File: src/rtl/sound_pkg.sv
// Shared types and constants for the alarm/sound scheduler.
package sound_pkg;

    typedef enum logic [1:0] {
        RS_IDLE   = 2'b00,
        RS_RING   = 2'b01,
        RS_SNOOZE = 2'b10
    } ring_state_t;

    localparam logic [5:0] NOTE_SILENT    = 6'd63;
    localparam logic [5:0] BEEP_NOTE_DEF  = 6'd27;
    localparam logic [5:0] CHIME_NOTE_DEF = 6'd22;

endpackage

File: src/rtl/sound_sched_if.sv
// Note-bus interface: event pulses and song note in, buzzer note/player enable/LED state out.
interface sound_sched_if;
    import sound_pkg::*;

    logic        msecclk;
    logic        alarm_hit;
    logic        stop_btn;
    logic        snooze_btn;
    logic        key_beep;
    logic        chime_req;
    logic [5:0]  alarm_note;
    logic        song_do;
    logic [5:0]  music;
    ring_state_t ring_state;

    modport master (
        output msecclk, alarm_hit, stop_btn, snooze_btn, key_beep, chime_req, alarm_note,
        input  song_do, music, ring_state
    );

    modport slave (
        input  msecclk, alarm_hit, stop_btn, snooze_btn, key_beep, chime_req, alarm_note,
        output song_do, music, ring_state
    );
endinterface

File: src/rtl/ms_countdown.sv
// Millisecond countdown: load sets LOAD_VAL, each msecclk decrements toward zero.
// active is the registered nonzero flag; active_next is the value it takes after this clk,
// which lets the parent register its outputs with a single clk of latency.
module ms_countdown #(
    parameter int unsigned LOAD_VAL = 50
) (
    input  logic clk,
    input  logic rst,
    input  logic msecclk,
    input  logic load,
    output logic active,
    output logic active_next
);
    localparam int W = (LOAD_VAL > 0) ? $clog2(LOAD_VAL + 1) : 1;

    logic [W-1:0] cnt_q, cnt_d;

    // Reload takes priority over a coinciding tick so a retrigger always gets the full length.
    always_comb begin
        cnt_d = cnt_q;
        if (load)
            cnt_d = W'(LOAD_VAL);
        else if (msecclk && cnt_q != '0)
            cnt_d = cnt_q - W'(1);
    end

    // Counter register.
    always_ff @(posedge clk) begin
        if (rst) cnt_q <= '0;
        else     cnt_q <= cnt_d;
    end

    assign active      = (cnt_q != '0);
    assign active_next = (cnt_d != '0);
endmodule

File: src/rtl/sound_sched.sv
// Alarm/sound scheduler: ring/snooze FSM with ms timeouts plus priority mux of the buzzer
// note bus (beep > alarm song > hourly chime > silence).
// Optional feature macro: SOUND_SNOOZE_EN (snooze state and its timer compare).
module sound_sched
    import sound_pkg::*;
#(
    parameter int unsigned RING_MS_MAX = 60000,
    parameter int unsigned SNOOZE_MS   = 300000,
    parameter int unsigned BEEP_MS     = 50,
    parameter int unsigned CHIME_MS    = 200,
    parameter logic [5:0]  BEEP_NOTE   = BEEP_NOTE_DEF,
    parameter logic [5:0]  CHIME_NOTE  = CHIME_NOTE_DEF
) (
    input logic           clk,
    input logic           rst,
    sound_sched_if.slave  bus
);
    localparam int unsigned MS_MAX = (RING_MS_MAX > SNOOZE_MS) ? RING_MS_MAX : SNOOZE_MS;
    localparam int          CNT_W  = (MS_MAX > 1) ? $clog2(MS_MAX) : 1;
    localparam logic [CNT_W-1:0] RING_LAST = CNT_W'(RING_MS_MAX - 1);

    ring_state_t      state_q, state_d;
    logic [CNT_W-1:0] ms_cnt_q, ms_cnt_d;
    logic [5:0]       music_q, music_d;
    logic             song_do_q, song_do_d;
    logic             beep_act, beep_nx, chime_act, chime_nx, chime_ld;

    // A chime is only accepted from a quiet idle; anything else drops the request.
    assign chime_ld = bus.chime_req && (state_q == RS_IDLE) && !chime_act;

    ms_countdown #(.LOAD_VAL(BEEP_MS)) u_beep (
        .clk(clk), .rst(rst), .msecclk(bus.msecclk), .load(bus.key_beep),
        .active(beep_act), .active_next(beep_nx)
    );

    ms_countdown #(.LOAD_VAL(CHIME_MS)) u_chime (
        .clk(clk), .rst(rst), .msecclk(bus.msecclk), .load(chime_ld),
        .active(chime_act), .active_next(chime_nx)
    );

`ifndef SOUND_SNOOZE_EN
    logic unused_snooze;
    assign unused_snooze = bus.snooze_btn ^ beep_act;
`endif

    // State and ms timer registers.
    always_ff @(posedge clk) begin
        if (rst) begin
            state_q  <= RS_IDLE;
            ms_cnt_q <= '0;
        end else begin
            state_q  <= state_d;
            ms_cnt_q <= ms_cnt_d;
        end
    end

    // Next-state: stop beats snooze beats timeout; alarm_hit only matters from idle.
    always_comb begin
        state_d  = state_q;
        ms_cnt_d = ms_cnt_q;
        case (state_q)
            RS_IDLE: begin
                ms_cnt_d = '0;
                if (bus.alarm_hit) state_d = RS_RING;
            end
            RS_RING: begin
                if (bus.stop_btn) begin
                    state_d  = RS_IDLE;
                    ms_cnt_d = '0;
`ifdef SOUND_SNOOZE_EN
                end else if (bus.snooze_btn) begin
                    state_d  = RS_SNOOZE;
                    ms_cnt_d = '0;
`endif
                end else if (bus.msecclk) begin
                    if (ms_cnt_q == RING_LAST) begin
                        state_d  = RS_IDLE;
                        ms_cnt_d = '0;
                    end else begin
                        ms_cnt_d = ms_cnt_q + CNT_W'(1);
                    end
                end
            end
`ifdef SOUND_SNOOZE_EN
            RS_SNOOZE: begin
                if (bus.stop_btn) begin
                    state_d  = RS_IDLE;
                    ms_cnt_d = '0;
                end else if (bus.msecclk) begin
                    if (ms_cnt_q == CNT_W'(SNOOZE_MS - 1)) begin
                        state_d  = RS_RING;
                        ms_cnt_d = '0;
                    end else begin
                        ms_cnt_d = ms_cnt_q + CNT_W'(1);
                    end
                end
            end
`endif
            default: begin
                state_d  = RS_IDLE;
                ms_cnt_d = '0;
            end
        endcase
    end

    // Output decode from next-cycle values so the registered outputs lag inputs by one clk.
    always_comb begin
        song_do_d = (state_d == RS_RING);
        if (beep_nx)                 music_d = BEEP_NOTE;
        else if (state_d == RS_RING) music_d = bus.alarm_note;
        else if (chime_nx)           music_d = CHIME_NOTE;
        else                         music_d = NOTE_SILENT;
    end

    // Output registers.
    always_ff @(posedge clk) begin
        if (rst) begin
            music_q   <= NOTE_SILENT;
            song_do_q <= 1'b0;
        end else begin
            music_q   <= music_d;
            song_do_q <= song_do_d;
        end
    end

    assign bus.music      = music_q;
    assign bus.song_do    = song_do_q;
    assign bus.ring_state = state_q;
endmodule

File: src/flat_wrapper.sv
// flat-port wrapper written by rule: the top's interface ports become plain ports
module sound_sched_flat import sound_pkg::*;
#(
    parameter int unsigned RING_MS_MAX = 60000,
    parameter int unsigned SNOOZE_MS   = 300000,
    parameter int unsigned BEEP_MS     = 50,
    parameter int unsigned CHIME_MS    = 200,
    parameter logic [5:0]  BEEP_NOTE   = BEEP_NOTE_DEF,
    parameter logic [5:0]  CHIME_NOTE  = CHIME_NOTE_DEF
)
  (clk, rst, bus_msecclk, bus_alarm_hit, bus_stop_btn, bus_snooze_btn, bus_key_beep, bus_chime_req, bus_alarm_note, bus_song_do, bus_music, bus_ring_state);
  sound_sched_if bus_i ();
  input logic clk;
  input logic rst;
  input wire logic [$bits(bus_i.msecclk)-1:0] bus_msecclk;
  input wire logic [$bits(bus_i.alarm_hit)-1:0] bus_alarm_hit;
  input wire logic [$bits(bus_i.stop_btn)-1:0] bus_stop_btn;
  input wire logic [$bits(bus_i.snooze_btn)-1:0] bus_snooze_btn;
  input wire logic [$bits(bus_i.key_beep)-1:0] bus_key_beep;
  input wire logic [$bits(bus_i.chime_req)-1:0] bus_chime_req;
  input wire logic [$bits(bus_i.alarm_note)-1:0] bus_alarm_note;
  output wire logic [$bits(bus_i.song_do)-1:0] bus_song_do;
  output wire logic [$bits(bus_i.music)-1:0] bus_music;
  output wire logic [$bits(bus_i.ring_state)-1:0] bus_ring_state;
  assign bus_i.msecclk = bus_msecclk;
  assign bus_i.alarm_hit = bus_alarm_hit;
  assign bus_i.stop_btn = bus_stop_btn;
  assign bus_i.snooze_btn = bus_snooze_btn;
  assign bus_i.key_beep = bus_key_beep;
  assign bus_i.chime_req = bus_chime_req;
  assign bus_i.alarm_note = bus_alarm_note;
  assign bus_song_do = bus_i.song_do;
  assign bus_music = bus_i.music;
  assign bus_ring_state = bus_i.ring_state;
  sound_sched #(.RING_MS_MAX(RING_MS_MAX), .SNOOZE_MS(SNOOZE_MS), .BEEP_MS(BEEP_MS), .CHIME_MS(CHIME_MS), .BEEP_NOTE(BEEP_NOTE), .CHIME_NOTE(CHIME_NOTE)) u_core (.clk(clk), .rst(rst), .bus(bus_i));
endmodule
File: config.mk
export PLATFORM = sky130hd
export DESIGN_NAME = sound_sched_flat
export DESIGN_NICKNAME = d
export VERILOG_FILES = /design/src/rtl/sound_pkg.sv /design/src/rtl/sound_sched_if.sv /design/src/rtl/ms_countdown.sv /design/src/rtl/sound_sched.sv /design/src/flat_wrapper.sv
export SDC_FILE = /design/constraint.sdc
export NUM_CORES = 1
export LEC_CHECK = 0
export CAP_MARGIN = 5
export CORE_MARGIN = 3
export CORE_UTILIZATION = 53
export DETAILED_ROUTE_END_ITERATION = 10
export GPL_ROUTABILITY_DRIVEN = 0
export PLACE_DENSITY = 0.75
export SYNTH_ARGS = -nofsm -noshare
export SYNTH_HDL_FRONTEND = slang
export SYNTH_HIERARCHICAL = 1
export SYNTH_SLANG_ARGS = --single-unit
File: constraint.sdc
create_clock -name clk -period 4.4 [get_ports clk]
set_input_delay 0.66 -clock clk [delete_from_list [all_inputs] [get_ports clk]]
set_output_delay 0.66 -clock clk [all_outputs]
set_load 0.005 [all_outputs]
-- Word-level counts from Yosys, hierarchy flattened
Cells that the tools add are included.
- logic and storage cells: 39
- output and inout bits: 9
- input port bits: 14
- register bits: 42
- reduce and logical (&&, ||, !) cells: 12
- equality and inequality tests: 3
- bitwise logic cells: 1
- muxes and demuxes: 13
- add/sub/neg operators: 3
- operators with widths (kind ; count):
    two-way mux 6 bit ; 5
    adder 19 x 1 -> 19 bit, second input constant ; 1
    equality test 19 x 16 -> 1 bit, second input constant ; 1
    two-way mux 19 bit ; 1
    two-way mux 8 bit ; 2
    nonzero test 8 bit ; 2
    nonzero test 6 bit ; 2
    two-way mux 2 bit ; 4
    subtractor 8 x 1 -> 8 bit, second input constant ; 1
    subtractor 6 x 1 -> 6 bit, second input constant ; 1
    equality test 2 x 1 -> 1 bit, second input constant ; 2
    logical AND 1 bit ; 4
    one-hot mux 2 bit (2 select lines) ; 1
    OR reduction 3 bit ; 1
    zero test 2 bit ; 1
    OR reduction 2 bit ; 1
    zero test 1 bit ; 1
    inverter 1 bit ; 1

-- Logic depth before layout (Yosys ltp)
Gate-level depths: netlist of the first run.
- depth in word-level cells: 8
- depth in mapped cells: 10
- mapped depth without buffers: 10

-- Hierarchy
Netlist of the first run, hierarchy kept.
- by module, submodules not included (module ; seq. area each (µm²) ; area an instance (µm²) ; times used ; cells an instance):
    sound_sched ; 560.5 ; 1206.2 ; 1 ; 132
    ms_countdown at u_core.u_chime ; 160.2 ; 521.8 ; 1 ; 66
    ms_countdown at u_core.u_beep ; 120.1 ; 420.4 ; 1 ; 53

-- Worst setup path after synthesis of the first run
No wires, ideal clock.
- path kind: input -> register
- start point: input port bus_msecclk
- end point: register u_core.music_q[1], in the netlist u_core/bus.music[1]
- cell stages on the path: 4
- setup time: 0.134 ns
- required time: 4.266 ns
- arrival time: 2.222 ns
- buffers on the path: 0
- slack: 2.044 ns
- cell sequence: or4b_4 > a2111oi_1 > nand4_1 > or4_1
- word-level cells in the longest chain between the ends: 5
- elaborated cells between the ends (all ways): 10
- those cells by class: eq/ne: 1; mux: 6; reduce/logical: 3
- ends and longest elaborated chain (item ; RTL line ; source):
    start, declared ; flat_wrapper.sv:15 ; input wire logic [$bits(bus_i.msecclk)-1:0] bus_msecclk;
    logical AND 1 bit ; ms_countdown.sv:23 ; else if (msecclk && cnt_q != '0)
    two-way mux 6 bit ; ms_countdown.sv:23 ;
    two-way mux 6 bit ; ms_countdown.sv:21 ; if (load)
    nonzero test 6 bit ; ms_countdown.sv:34 ; assign active_next = (cnt_d != '0);
    net u_core.beep_nx ; sound_sched.sv:26 ; logic beep_act, beep_nx, chime_act, chime_nx, chime_ld;
    OR reduction 2 bit (no line) ; - ;
    end signal, assigned ; sound_sched.sv:121 ; music_q <= music_d;
    end, declared ; sound_sched.sv:24 ; logic [5:0] music_q, music_d;
The timed path passes the listed nets, and every way through them passes these cells.
A chain may end at the register's enable or synchronous reset.

-- Worst setup path after layout of the first run
- start point: input port bus_msecclk
- end point: register u_core.music_q[4], in the netlist u_core/bus.music[4]
The elaborated chain is that of the path after synthesis.

==> results of run 1 <==
## synth_stat cells (2+ instances only)
| library cell | instances | area, um^2 |
|---|---|---|
| mux2i_1 | 2 | 20.02 |
| buf_6 | 2 | 22.52 |
| dfxtp_1 | 42 | 840.8 |
| nor3b_1 | 3 | 22.52 |
| or3b_1 | 2 | 17.52 |
| nand4_1 | 13 | 81.33 |
| a31oi_1 | 2 | 12.51 |
| nor2b_1 | 2 | 12.51 |
| a211oi_1 | 7 | 52.55 |
| or4_1 | 2 | 15.01 |
| nand2_1 | 18 | 67.56 |
| nand3_1 | 10 | 50.05 |
| ha_1 | 5 | 62.56 |
| xor2_1 | 13 | 113.9 |
| xnor2_1 | 7 | 61.31 |
| a21o_1 | 3 | 22.52 |
| nor4_1 | 3 | 18.77 |
| clkbuf_1 | 2 | 7.510 |
| nor4b_1 | 2 | 17.52 |
| buf_4 | 2 | 15.01 |
| inv_1 | 17 | 63.81 |
| o21ai_0 | 2 | 10.01 |
| nor3_1 | 10 | 50.05 |
| and3_1 | 2 | 12.51 |
| a21oi_1 | 12 | 60.06 |
| nor2_1 | 37 | 138.9 |
## per-stage QoR
step           std cells  hold slack [ps]  utilization (%)
3_5_place_dp         314            502.6            62.94
6_report             322            518.7            65.76
2_1_floorplan        251            472.2                -
5_1_grt              322            560.6            65.76
4_1_cts              322            520.1            65.76
3_3_place_gp         314            489.3            62.94
## flip-flops by register name, summed over array words and instances (netlist names)
register               cells
u_core/bus.music           6
u_core/bus.ring_state      2
u_core/bus.song_do         1
u_core/ms_cnt_q           19
u_core/u_beep/cnt_q        6
u_core/u_chime/cnt_q       8
## worst min-delay path, delay by kind of cell, from the launching register on
family          cells  cell delay, ps
flops               1             320
simple gates        1             100
compound gates      1              50
## cell families after synthesis
kind of cell,synth area share [%]
simple gates,29.88
flops,39.14
compound gates,13.75
buf+inv,5.067
xor+xnor,8.154
fa+ha+maj,2.912
mux,0.9319
other cells,0.1746
## power by group
part	internal, uW	leakage [uW]	total (uW)	switching [uW]
sequential	421	0.000343	480	59.4
clock	170	0.0000524	296	126
combinational	165	0.000478	367	202
## routing by layer
layer  routed length [um]  vias up  share of wire (%)  global-route usage, %
met2                 2016       59                 45                  29.13
li1                     -      936                  -                      -
met3                  241       13                5.4                  5.362
met4                   80        0                1.8                  6.596
met5                    0        -                  0                      0
met1                 2095      863                 47                  24.64
## layout make-up
class / instances / share of cell area, %
clock buffer: 7 / 3.078
sequential: 42 / 33.91
inverter: 17 / 2.573
multi-input combinational: 186 / 48.34
tap: 48 / 2.422
timing repair buffer: 21 / 8.476
clock inverter: 1 / 1.211
## cell usage in the layout, fill, tap and decap left out, types with 2 or more instances in the layout
cell type	instances
xnor2_1	7
a21oi_1	12
dfxtp_1	42
or3b_1	2
clkdlybuf4s50_1	21
nor3_1	10
nor3b_1	3
clkbuf_1	2
nor4b_1	2
ha_1	5
a21o_1	3
clkbuf_8	5
nor2b_1	2
o21ai_0	2
nor2_1	37
a211oi_1	7
inv_1	17
or4_1	2
and3_1	2
nor4_1	3
xor2_1	13
a31oi_1	2
nand2_1	18
mux2i_1	2
nand3_1	10
nand4_1	13
## worst paths after layout
| path | startpoint | to | slack, ps | depth (start not counted) |
|---|---|---|---|---|
| max | bus_msecclk | u_core/bus.music[4]$_SDFF_PP1_ | 1270 | 5 |
| min | u_core/u_chime/cnt_q[1]$_SDFF_PP0_ | u_core/u_chime/cnt_q[1]$_SDFF_PP0_ | 520 | 2 |
| max reg2reg | u_core/u_chime/cnt_q[0]$_SDFF_PP0_ | u_core/bus.music[0]$_SDFF_PP1_ | 1670 | 10 |
| min reg2reg | u_core/u_chime/cnt_q[1]$_SDFF_PP0_ | u_core/u_chime/cnt_q[1]$_SDFF_PP0_ | 520 | 2 |
==> results.sh, run 1 <==
export IMPL_worstPathCellList="clkdlybuf4s50_1 -> or4b_4 -> a2111oi_1 -> nand4_1 -> or4_1"
export IMPL_h_tree_depth=2
export IMPL_slew_viol_final=0
export IMPL_min_path_type="flop to flop"
export IMPL_clk_latency_ps=290
export IMPL_clkSlewWorstSetupHoldPaths_ps=80
export IMPL_row_count=22
export IMPL_yosys_most_used_dff="dfxtp_1"
export IMPL_tns_ps=0
export IMPL_cts_buffer_depth=2
export IMPL_antenna_cells=0
export IMPL_async_flop_share_pct=0
export IMPL_yosys_register_bits=42
export IMPL_synth_cells=251
export IMPL_synth_area_mm2=0.002148
export IMPL_grt_pass1_wl_um=7458
export IMPL_cts_sinks=42
export IMPL_dr_total_vias=1871
export IMPL_powerDensity_mw_per_mm2=460.6
export IMPL_grt_pass1_vias=1667
export IMPL_place_area_mm2=0.002374
export IMPL_syn_area_per_cell_um2=8.559
export IMPL_nFillCells=326
export IMPL_vias_per_cell=5.811
export IMPL_ys_warn_count=6
export IMPL_arrival_ps=3300
export IMPL_tightest_slew_ps=737.8
export IMPL_rsz0062_at_grt="false"
export IMPL_postCtsHoldBufs=0
export IMPL_setup_violations=0
export IMPL_drive_gt1_share_pct=7.664
export IMPL_power_uw=1142
export IMPL_place_hpwl_um=3104
export IMPL_hold_viol=0
export IMPL_slowest_delay_ps=860
export IMPL_synth_distinct_cells=55
export IMPL_pre_cts_ws_ps=993.7
export IMPL_drc=0
export IMPL_period_minus_slack_ps=3131
export IMPL_port_buffers=21
export IMPL_critical_path_top_delay_family="simple AND/OR/NAND/NOR gates"
export IMPL_cp_required_ps=4570
export IMPL_antenna_found_initial=0
export IMPL_maxCapViolCount=0
export IMPL_slew_headroom_pct=50.12
export IMPL_postLayoutCellArea_mm2=0.002480
export IMPL_grt_max_degree=19
export IMPL_num_io_pins=23
export IMPL_cts_tree="yes"
export IMPL_fmax_mhz=319.4
export IMPL_wl_per_cell_um=13.77
export IMPL_critical_path_peak_fanout=15
export IMPL_synth_edf_count=0
export IMPL_drt_total_wl_um=4434
export IMPL_die_h_um=69.67
export IMPL_layout_nets=292
export IMPL_fin_crit_sh_pct=71.15
export IMPL_total_leakage_power_uw=0.0008729
export IMPL_overflow=0
export IMPL_ir_worst_vdd_mv=0.3812
export IMPL_outcome="complete, no violations"
export IMPL_die_area_mm2=0.004853
export IMPL_drt_initial_drc_count=97
export IMPL_postCtsSetupBuffers=0
export IMPL_die_w_um=69.67
export IMPL_seq_area_um2=840.8
export IMPL_multiInputGateArea_mm2=0.001199
export IMPL_syn2layout_area_growth_pct=15.43
export IMPL_worst_slack_ps=1269
export IMPL_start_util_pct=56.97
export IMPL_grt_usage_pct=18.69
export IMPL_ant_nets=0
export IMPL_cts_made_buffers=5
export IMPL_first_pass_iters=6
export IMPL_path_class="primary input to flop"
export IMPL_crit_buf_inv=1
export IMPL_cts_resized=0
export IMPL_design_core_area_mm2=0.003771
export IMPL_cts_root_buf="clkbuf_8"
export IMPL_synth_fp_nets=270
export IMPL_yosysSeqAreaShare_pct=39.14
export IMPL_critPathCaptureType="flop"
export IMPL_finalClockSkew_ps=4.064
export IMPL_crit_slowest_cell="clkdlybuf4s50_1"
export IMPL_cp_start_kind="primary input"
Power figures use the tool's default switching activity.
==> run 2: changes to the inputs <==
--- a/config.mk
+++ b/config.mk
@@ -7,7 +7,7 @@
 export LEC_CHECK = 0
 export CAP_MARGIN = 5
 export CORE_MARGIN = 3
-export CORE_UTILIZATION = 53
+export CORE_UTILIZATION = 50
 export DETAILED_ROUTE_END_ITERATION = 10
 export GPL_ROUTABILITY_DRIVEN = 0
 export PLACE_DENSITY = 0.75
==> constraint.sdc (replaced) <==
create_clock -name clk -period 2.7 [get_ports clk]
set_input_delay 0.405 -clock clk [delete_from_list [all_inputs] [get_ports clk]]
set_output_delay 0.405 -clock clk [all_outputs]
set_load 0.005 [all_outputs]
==> run 2 against run 1 <==
Worst setup slack lost 1000 ps. Via count rose by 0.86%. Die area up 5.5%. Largest power group unchanged. Combinational power grew 71%. Global-route usage is 0.67 points higher. Largest cell class unchanged. Total power grew 58%. Hold slack got worse by 1.4 ps. Highest routed layer unchanged. Final cell count up 2.5%. Flip-flop and latch count is the same. Clock power rose by 31%. Sequential power rose by 63%. Final area up 1.6%.
==> results.sh, run 2 (same netlist as run 1, synthesis figures left out) <==
export IMPL_antenna_cells=0
export IMPL_grt_max_degree=19
export IMPL_fin_crit_sh_pct=90.62
export IMPL_clkSlewWorstSetupHoldPaths_ps=70
export IMPL_cts_resized=0
export IMPL_worst_slack_ps=253.3
export IMPL_ir_worst_vdd_mv=0.6766
export IMPL_drt_initial_drc_count=106
export IMPL_drc=0
export IMPL_fin_cells=330
export IMPL_postCtsSetupBuffers=0
export IMPL_cts_root_buf="clkbuf_8"
export IMPL_start_util_pct=52.57
export IMPL_top_register="u_core/ms_cnt_q"
export IMPL_postCtsHoldBufs=0
export IMPL_overflow=0
export IMPL_syn2layout_area_growth_pct=17.24
export IMPL_cts_made_buffers=5
export IMPL_ant_nets=0
export IMPL_arrival_ps=2630
export IMPL_cts_tree="yes"
export IMPL_cts_buffer_depth=2
export IMPL_crit_end="u_core/bus.music[3]$_SDFF_PP1_"
export IMPL_powerDensity_mw_per_mm2=714.7
export IMPL_cts_sinks=42
export IMPL_worstPathCellList="clkdlybuf4s50_1 -> buf_4 -> or3b_1 -> nor3_1 -> a2111oi_0 -> nand4_1 -> inv_1 -> a311o_2 -> a21o_1"
export IMPL_row_count=23
export IMPL_finalClockSkew_ps=2.883
export IMPL_num_io_pins=23
export IMPL_crit_path_start="bus_msecclk"
export IMPL_setup_violations=0
export IMPL_grt_pass1_vias=1777
export IMPL_path_class="primary input to flop"
export IMPL_tns_ps=0
export IMPL_min_path_type="flop to flop"
export IMPL_dr_total_vias=1887
export IMPL_slew_viol_final=0
export IMPL_pre_cts_ws_ps=-32.14
export IMPL_design_core_area_mm2=0.004086
export IMPL_drt_total_wl_um=4373
export IMPL_worstRegToRegCells=11
export IMPL_power_uw=1800
export IMPL_vias_per_cell=5.718
export IMPL_port_buffers=21
export IMPL_wl_per_cell_um=13.25
export IMPL_die_w_um=71.55
export IMPL_period_minus_slack_ps=2447
export IMPL_largest_reg_flops=19
export IMPL_maxCapViolCount=0
export IMPL_critical_path_peak_fanout=14
export IMPL_dp_cells=324
export IMPL_final_core_util_pct=61.64
export IMPL_grt_pass1_wl_um=7921
export IMPL_r2r_start="u_core/u_chime/cnt_q[0]$_SDFF_PP0_"
export IMPL_use_met2_pct=30.92
export IMPL_slowest_delay_ps=470
export IMPL_rsz0062_at_grt="false"
export IMPL_total_leakage_power_uw=0.0009022
export IMPL_drive_gt1_share_pct=10.36
export IMPL_most_common_layout_cells="dfxtp_1, nor2_1, clkdlybuf4s50_1"
export IMPL_hold_viol=0
export IMPL_h_tree_depth=2
export IMPL_reg2reg_slack_ps=260
export IMPL_crit_slowest_cell="clkdlybuf4s50_1"
export IMPL_grtUsageMet3_pct=4.769
export IMPL_layout_commonest_cell="dfxtp_1"
export IMPL_layout_top_registers="u_core/ms_cnt_q: 19 flops, u_core/u_chime/cnt_q: 8 flops"
export IMPL_antenna_found_initial=0
export IMPL_r2r_end="u_core/bus.music[3]$_SDFF_PP1_"
export IMPL_use_met1_pct=24.13
export IMPL_cp_required_ps=2890
export IMPL_place_hpwl_um=3209
export IMPL_grt_busiest_layer="met2"
export IMPL_fmax_mhz=408.7
export IMPL_critPathCaptureType="flop"
export IMPL_die_h_um=71.55
export IMPL_grt_usage_pct=19.36
export IMPL_cp_start_kind="primary input"
export IMPL_outcome="complete, no violations"
export IMPL_die_area_mm2=0.005119
export IMPL_first_pass_iters=4
export IMPL_layout_nets=300
export IMPL_clk_latency_ps=290
-- run 2: worst max-delay path, delay by kind of cell --
family / cells / cell delay, ps
simple gates: 3 / 850
buf+inv: 3 / 730
compound gates: 3 / 640
-- run 2: layer usage --
layer	up-vias	part of all wire (%)
li1	949	-
met1	885	46
met2	42	48
met3	11	4.2
met4	0	2.1
met5	-	0
-- run 2: power by group --
group | switching (uW) | internal, uW
sequential | 96.2 | 686
combinational | 332 | 298
clock | 192 | 197
-- run 2: worst min path at each step --
stage                                            start                                 end  slack (ps)  cells after the start
floorplan             u_core/ms_cnt_q[15]$_SDFFE_PP0P_    u_core/ms_cnt_q[15]$_SDFFE_PP0P_         470                      2
global placement      u_core/ms_cnt_q[15]$_SDFFE_PP0P_    u_core/ms_cnt_q[15]$_SDFFE_PP0P_         490                      2
detailed placement    u_core/ms_cnt_q[15]$_SDFFE_PP0P_    u_core/ms_cnt_q[15]$_SDFFE_PP0P_         500                      2
CTS                 u_core/u_chime/cnt_q[1]$_SDFF_PP0_  u_core/u_chime/cnt_q[1]$_SDFF_PP0_         520                      2
global route        u_core/u_chime/cnt_q[1]$_SDFF_PP0_  u_core/u_chime/cnt_q[1]$_SDFF_PP0_         550                      2
finish              u_core/u_chime/cnt_q[1]$_SDFF_PP0_  u_core/u_chime/cnt_q[1]$_SDFF_PP0_         520                      2
-- run 2: layout make-up --
| cell class | instances | area, um^2 |
|---|---|---|
| fillers | 358 | 1568 |
| multi-input cells | 186 | 1199 |
| flip-flops and latches | 42 | 840.8 |
| repair buffers | 29 | 270.3 |
| clock buffers | 6 | 82.58 |
| inverters | 17 | 63.81 |
| well taps | 50 | 62.56 |
-- run 2: through the flow --
stage	hold slack [ps]	area (um^2)
floorplan	472.2	2148
global placement	492.7	2436
detailed placement	502.3	2436
CTS	518.4	2519
global route	552.5	2519
finish	517.3	2519
